**config.mk**
```make
export PLATFORM = sky130hd
export DESIGN_NAME = unified_mem_arbiter
export DESIGN_NICKNAME = d
export VERILOG_FILES = /design/src/rtl/unified_mem_arbiter.sv
export SDC_FILE = /design/constraint.sdc
export NUM_CORES = 1
export LEC_CHECK = 0
export BUFFER_PORTS_ARGS = -buffer_cell sky130_fd_sc_hd__buf_2
export CORE_ASPECT_RATIO = 0.75
export CORE_MARGIN = 4
export CORE_UTILIZATION = 51
export DETAILED_ROUTE_END_ITERATION = 12
export PLACE_DENSITY = 0.86
export SLEW_MARGIN = 0
export SYNTH_ARGS = -nofsm -noshare
export SYNTH_HDL_FRONTEND = slang
export SYNTH_SLANG_ARGS = --single-unit
```
**constraint.sdc**
```tcl
create_clock -name clk -period 2.7 [get_ports clk]
set_input_delay 0.135 -clock clk [delete_from_list [all_inputs] [get_ports clk]]
set_output_delay 0.135 -clock clk [all_outputs]
set_load 0.02 [all_outputs]
```
**src/rtl/unified_mem_arbiter.sv**
```systemverilog
// Arbitrates the fetch and data ports onto one variable-latency backing memory,
// with fetch starvation protection and a watchdog that aborts hung accesses.
module unified_mem_arbiter #(
    parameter int ADDR_W       = 32,
    parameter int DATA_W       = 32,
    parameter int STARVE_LIMIT = 4,
    parameter int TIMEOUT      = 64
) (
    input  logic              clk,
    input  logic              reset,
    input  logic              if_req,
    input  logic [ADDR_W-1:0] if_addr,
    output logic [DATA_W-1:0] if_rdata,
    output logic              if_ack,
    input  logic              dm_req,
    input  logic              dm_we,
    input  logic [ADDR_W-1:0] dm_addr,
    input  logic [DATA_W-1:0] dm_wdata,
    output logic [DATA_W-1:0] dm_rdata,
    output logic              dm_ack,
    output logic              mem_req,
    output logic              mem_we,
    output logic [ADDR_W-1:0] mem_addr,
    output logic [DATA_W-1:0] mem_wdata,
    input  logic [DATA_W-1:0] mem_rdata,
    input  logic              mem_ready,
    output logic              err,
    output logic              stall_if,
    output logic              stall_mem
);

    localparam int SW = $clog2(STARVE_LIMIT + 1);
    localparam int TW = $clog2(TIMEOUT);

    typedef enum logic [1:0] {
        IDLE = 2'd0,
        WAIT = 2'd1,
        RESP = 2'd2
    } state_t;

    state_t          state;
    logic            owner_if;
    logic [SW-1:0]   starve_cnt;
    logic [TW-1:0]   wait_cnt;
    logic            grant_if;
    logic            timed_out;
    logic [DATA_W-1:0] resp_data;

    // Fetch wins only when alone or when data has had its full run of grants.
    assign grant_if  = if_req & (~dm_req | (starve_cnt == SW'(STARVE_LIMIT)));
    assign timed_out = (wait_cnt == TW'(TIMEOUT - 1));
    assign resp_data = mem_ready ? mem_rdata : '0;

    assign stall_if  = if_req & ~if_ack;
    assign stall_mem = dm_req & ~dm_ack;

    always_ff @(posedge clk) begin
        if (reset) begin
            state      <= IDLE;
            owner_if   <= 1'b0;
            starve_cnt <= '0;
            wait_cnt   <= '0;
            mem_req    <= 1'b0;
            mem_we     <= 1'b0;
            mem_addr   <= '0;
            mem_wdata  <= '0;
            if_ack     <= 1'b0;
            dm_ack     <= 1'b0;
            if_rdata   <= '0;
            dm_rdata   <= '0;
            err        <= 1'b0;
        end else begin
            case (state)
                IDLE: begin
                    if (if_req | dm_req) begin
                        owner_if  <= grant_if;
                        mem_req   <= 1'b1;
                        mem_addr  <= grant_if ? if_addr : dm_addr;
                        mem_we    <= ~grant_if & dm_we;
                        mem_wdata <= grant_if ? '0 : dm_wdata;
                        wait_cnt  <= '0;
                        if (~grant_if & if_req) begin
                            if (starve_cnt != SW'(STARVE_LIMIT)) begin
                                starve_cnt <= starve_cnt + SW'(1);
                            end
                        end else begin
                            starve_cnt <= '0;
                        end
                        state <= WAIT;
                    end
                end
                WAIT: begin
                    // A ready in the timeout cycle still completes normally.
                    if (mem_ready | timed_out) begin
                        mem_req <= 1'b0;
                        err     <= ~mem_ready;
                        if (owner_if) begin
                            if_rdata <= resp_data;
                            if_ack   <= 1'b1;
                        end else begin
                            dm_rdata <= resp_data;
                            dm_ack   <= 1'b1;
                        end
                        state <= RESP;
                    end else begin
                        wait_cnt <= wait_cnt + TW'(1);
                    end
                end
                RESP: begin
                    if_ack <= 1'b0;
                    dm_ack <= 1'b0;
                    err    <= 1'b0;
                    state  <= IDLE;
                end
                default: begin
                    state <= IDLE;
                end
            endcase
        end
    end

endmodule

```
==> metrics.csv <==
stage,metric,value,unit
outcome,run_status,"finished, final reports clean",
clocking,cts_max_path_bufs,2,
die,floorplan.core_area,0.01157,mm^2
synthesis,synth_edf_count,0,
timing,layout_min_cycle_time,2526,ps
setup_path,critPathMaxFanout,65,
route,drt_iter0_markers,502,
clocking,cts-buffers-inserted,17,
route,vias,6719,
setup_path,endpoint_kind,flop,
final_layout,final_cell_area,0.008995,mm^2
die,die_area,0.01362,mm^2
synthesis,flops_latches_synth,145,
flow_run,maxCapViolCount,0,
clocking,cts_tree,yes,
placed_design,place.detailed.hpwl,12.24,mm
global_route,grt_first_pass_wirelength,32.64,mm
die,die_w,133.4,um
timing,finalSetupViolCount,0,
setup_path,worstSetupPathType,flop to flop,
synthesis,syn_avg_cell_area,8.357,um^2
setup_path,worstSetupStartpointType,flop,
timing,fin_ws,173.7,ps
clocking,cts_root_buf,sky130_fd_sc_hd__clkbuf_16,
global_route,grt_pass1_vias,6487,
worst_hold_path,holdCritPathClass,input port to flop,
route,drt_first_pass_iters,5,
die,floorplan.io_pins,269,
route,routed_wl,20.65,mm
final_layout,areaGrowthSynthToFinish,49.49,%
timing,whs,8.306,ps
die,placementRows,34,
synthesis,synthesis.nets,860,
final_layout,finalNetCount,1190,
die,start_util,0.5200,
placed_design,routabilityCongestion,0.8981,
power_and_ir_drop,vdd.ir_drop.worst,0.5673,mV
route,drc,0,
final_layout,fillCellCount,771,
setup_path,crit_path_cell_trace,inv_1 > ha_1 > a21boi_1 > nand2b_2 > buf_12 > nand2_1 > a311oi_1 > dlygate4sd3_1,
clocking,postCtsSetupRepairBufs,0,
setup_path,largest_delay_contributor_family_on_the_critical_path,buffers and inverters,
power_and_ir_drop,power-per-cell-area,681.2,mW/mm^2
synthesis,yosys_most_used_dff,sky130_fd_sc_hd__dfxtp_1,
setup_path,crit_path_top_delay_cell,sky130_fd_sc_hd__dlygate4sd3_1,
synthesis,synth.cell_area,0.006017,mm^2
setup_path,cpPeakStageDelay,590,ps
global_route,grt_antenna_before_repair,0,
route,vias_per_cell,5.489,
synthesis,postSynth.asyncResetShare,0,
clocking,tritoncts_sink_count,145,
final_layout,postLayoutCoreUtil,0.7774,
setup_path,required,3060,ps
timing,maxSlewHeadroom,0.6170,
setup_path,timing.critical_path.buf_inv,3,
timing,final_hold_viol_count,0,
setup_path,timing.critical_path.arrival,2880,ps
synthesis,synth_cells,720,
timing,fin_setup_tns,0,ps
final_layout,post_route_cells_drive_above_1_share,0.3013,
timing,finalMaxSlewViolations,0,
synthesis,synth.yosys.warnings,0,
route,postRouteAntennaNets,0,
synthesis,ys_types,48,
timing,max_freq,395.8,MHz
placed_design,pre_cts_setup_slack,534.1,ps
global_route,overall_global_routing_usage,0.2964,
clocking,insertion_delay,410,ps
clocking,clkSlewWorstSetupHoldPaths,60,ps
clocking,htree_num_levels,4,
global_route,grt-ovfl-total,0,
final_layout,antenna_cells,0,
power_and_ir_drop,cellLeakagePower,4.131,nW
die,die_h,102.1,um
synthesis,yosysSeqAreaShare,0.4824,
timing,tightest_slew,573.3,ps
global_route,grt_start_max_net_pins,123,
route,drt-wirelength-per-cell,16.87,um
timing,clock-skew-final,14.58,ps
placed_design,placement.io_buffers,268,
timing,rsz0062_at_grt,false,
timing,crit_share_post_route,0.9357,
placed_design,placedInstanceArea,0.007428,mm^2
layer usage:
layer | global-route usage | vias to the layer above | routed length (um)
met5 | 0 | - | 0
met4 | 0.1328 | 0 | 839
li1 | - | 3145 | -
met1 | 0.3525 | 3109 | 8063
met3 | 0.08612 | 76 | 1774
met2 | 0.5059 | 389 | 9972
report_power, final:
group,leakage (nW),total (mW),internal [mW],switching (mW)
registers,1.18,2.38,2.29,0.0871
logic,2.65,1.30,0.527,0.772
clock network,0.300,2.45,1.54,0.902
timing repair:
item | in CTS | in global routing
endpoints found under the hold margin | 68 | 0
hold buffers | 95 | 0
gates resized for setup | 0 | 0
per-stage QoR:
stage / std cells / total power, mW
after floorplan: 720 / 3.119
after global placement: 1098 / 3.495
after detailed placement: 1098 / 3.513
after CTS: 1224 / 6.103
after global routing: 1224 / 6.358
final: 1224 / 6.128
layout by cell type (no fill, tap or decap), types with 4 or more instances in the layout:
| cell | netlist | routed |
|---|---|---|
| sky130_fd_sc_hd__a21oi_1 | 71 | 71 |
| sky130_fd_sc_hd__nor2_1 | 69 | 69 |
| sky130_fd_sc_hd__a311oi_1 | 32 | 32 |
| sky130_fd_sc_hd__and2_1 | 32 | 32 |
| sky130_fd_sc_hd__bufinv_16 | 0 | 4 |
| sky130_fd_sc_hd__nand4_1 | 32 | 32 |
| sky130_fd_sc_hd__dlygate4sd3_1 | 0 | 95 |
| sky130_fd_sc_hd__nand3_1 | 38 | 38 |
| sky130_fd_sc_hd__inv_1 | 7 | 7 |
| sky130_fd_sc_hd__nand2_1 | 138 | 138 |
| sky130_fd_sc_hd__buf_2 | 13 | 267 |
| sky130_fd_sc_hd__nor3_1 | 4 | 4 |
| sky130_fd_sc_hd__ha_1 | 6 | 6 |
| sky130_fd_sc_hd__clkbuf_16 | 0 | 17 |
| sky130_fd_sc_hd__mux2i_1 | 33 | 33 |
| sky130_fd_sc_hd__buf_4 | 1 | 11 |
| sky130_fd_sc_hd__dfxtp_1 | 145 | 145 |
| sky130_fd_sc_hd__clkinv_4 | 0 | 4 |
| sky130_fd_sc_hd__o21ai_0 | 7 | 7 |
cell usage after synthesis, types with 2 or more instances:
library cell / n / area (um^2)
sky130_fd_sc_hd__buf_2: 13 / 65.06
sky130_fd_sc_hd__ha_1: 6 / 75.07
sky130_fd_sc_hd__o31a_1: 2 / 17.52
sky130_fd_sc_hd__a21oi_1: 71 / 355.3
sky130_fd_sc_hd__a211o_1: 2 / 17.52
sky130_fd_sc_hd__inv_1: 7 / 26.28
sky130_fd_sc_hd__nand2_1: 138 / 518.0
sky130_fd_sc_hd__dfxtp_1: 145 / 2903
sky130_fd_sc_hd__nor4_1: 2 / 12.51
sky130_fd_sc_hd__a311oi_1: 32 / 280.3
sky130_fd_sc_hd__nor4b_1: 2 / 17.52
sky130_fd_sc_hd__o211ai_1: 2 / 15.01
sky130_fd_sc_hd__buf_1: 7 / 26.28
sky130_fd_sc_hd__buf_6: 3 / 33.78
sky130_fd_sc_hd__o21a_1: 2 / 15.01
sky130_fd_sc_hd__o21ai_0: 7 / 35.03
sky130_fd_sc_hd__nor3_1: 4 / 20.02
sky130_fd_sc_hd__clkbuf_1: 41 / 153.9
sky130_fd_sc_hd__a22o_1: 2 / 17.52
sky130_fd_sc_hd__nor2_1: 69 / 259.0
sky130_fd_sc_hd__mux2i_1: 33 / 330.3
sky130_fd_sc_hd__nand3_1: 38 / 190.2
sky130_fd_sc_hd__nand2b_1: 2 / 12.51
sky130_fd_sc_hd__and2_1: 32 / 200.2
sky130_fd_sc_hd__nor2b_1: 4 / 25.02
sky130_fd_sc_hd__nand4_1: 32 / 200.2
state kept, by name (all words and copies together), names as in the netlist:
name        count
dm_rdata       32
if_rdata       32
mem_addr       32
mem_wdata      32
wait_cnt        6
starve_cnt      3
state           2
dm_ack          1
err             1
if_ack          1
mem_req         1
mem_we          1
owner_if        1
cell families after synthesis:
family	after synthesis	synth area share
compound gates	133	0.1460
xor+xnor	2	0.002912
fa+ha+maj	6	0.01248
buf+inv	73	0.05261
flops	145	0.4824
mux	33	0.05490
simple gates	328	0.2487
layout make-up:
| class | count | area (um^2) | area share |
|---|---|---|---|
| inverters | 8 | 30.03 | 0.003338 |
| multi-input cells | 502 | 2814 | 0.3128 |
| flip-flops and latches | 145 | 2903 | 0.3227 |
| clock inverters | 13 | 186.4 | 0.02073 |
| repair buffers | 376 | 2430 | 0.2701 |
| clock buffers | 18 | 429.2 | 0.04771 |
| well taps | 162 | 202.7 | 0.02253 |
path summary, 6_finish.rpt:
check | slack [ps] | start | depth (start not counted) | to
min | 8 | mem_rdata[12] | 3 | if_rdata[12]
max reg2reg | 170 | starve_cnt[0] | 8 | mem_addr[22]
min reg2reg | 450 | mem_wdata[14] | 2 | mem_wdata[14]
max | 170 | starve_cnt[0] | 8 | mem_addr[22]
worst min-delay path, stage by stage:
cell                      delay, ps
sky130_fd_sc_hd__buf_2          100
sky130_fd_sc_hd__nand4_1         80
sky130_fd_sc_hd__a21oi_1         60
(Power assumes the default switching activity.)
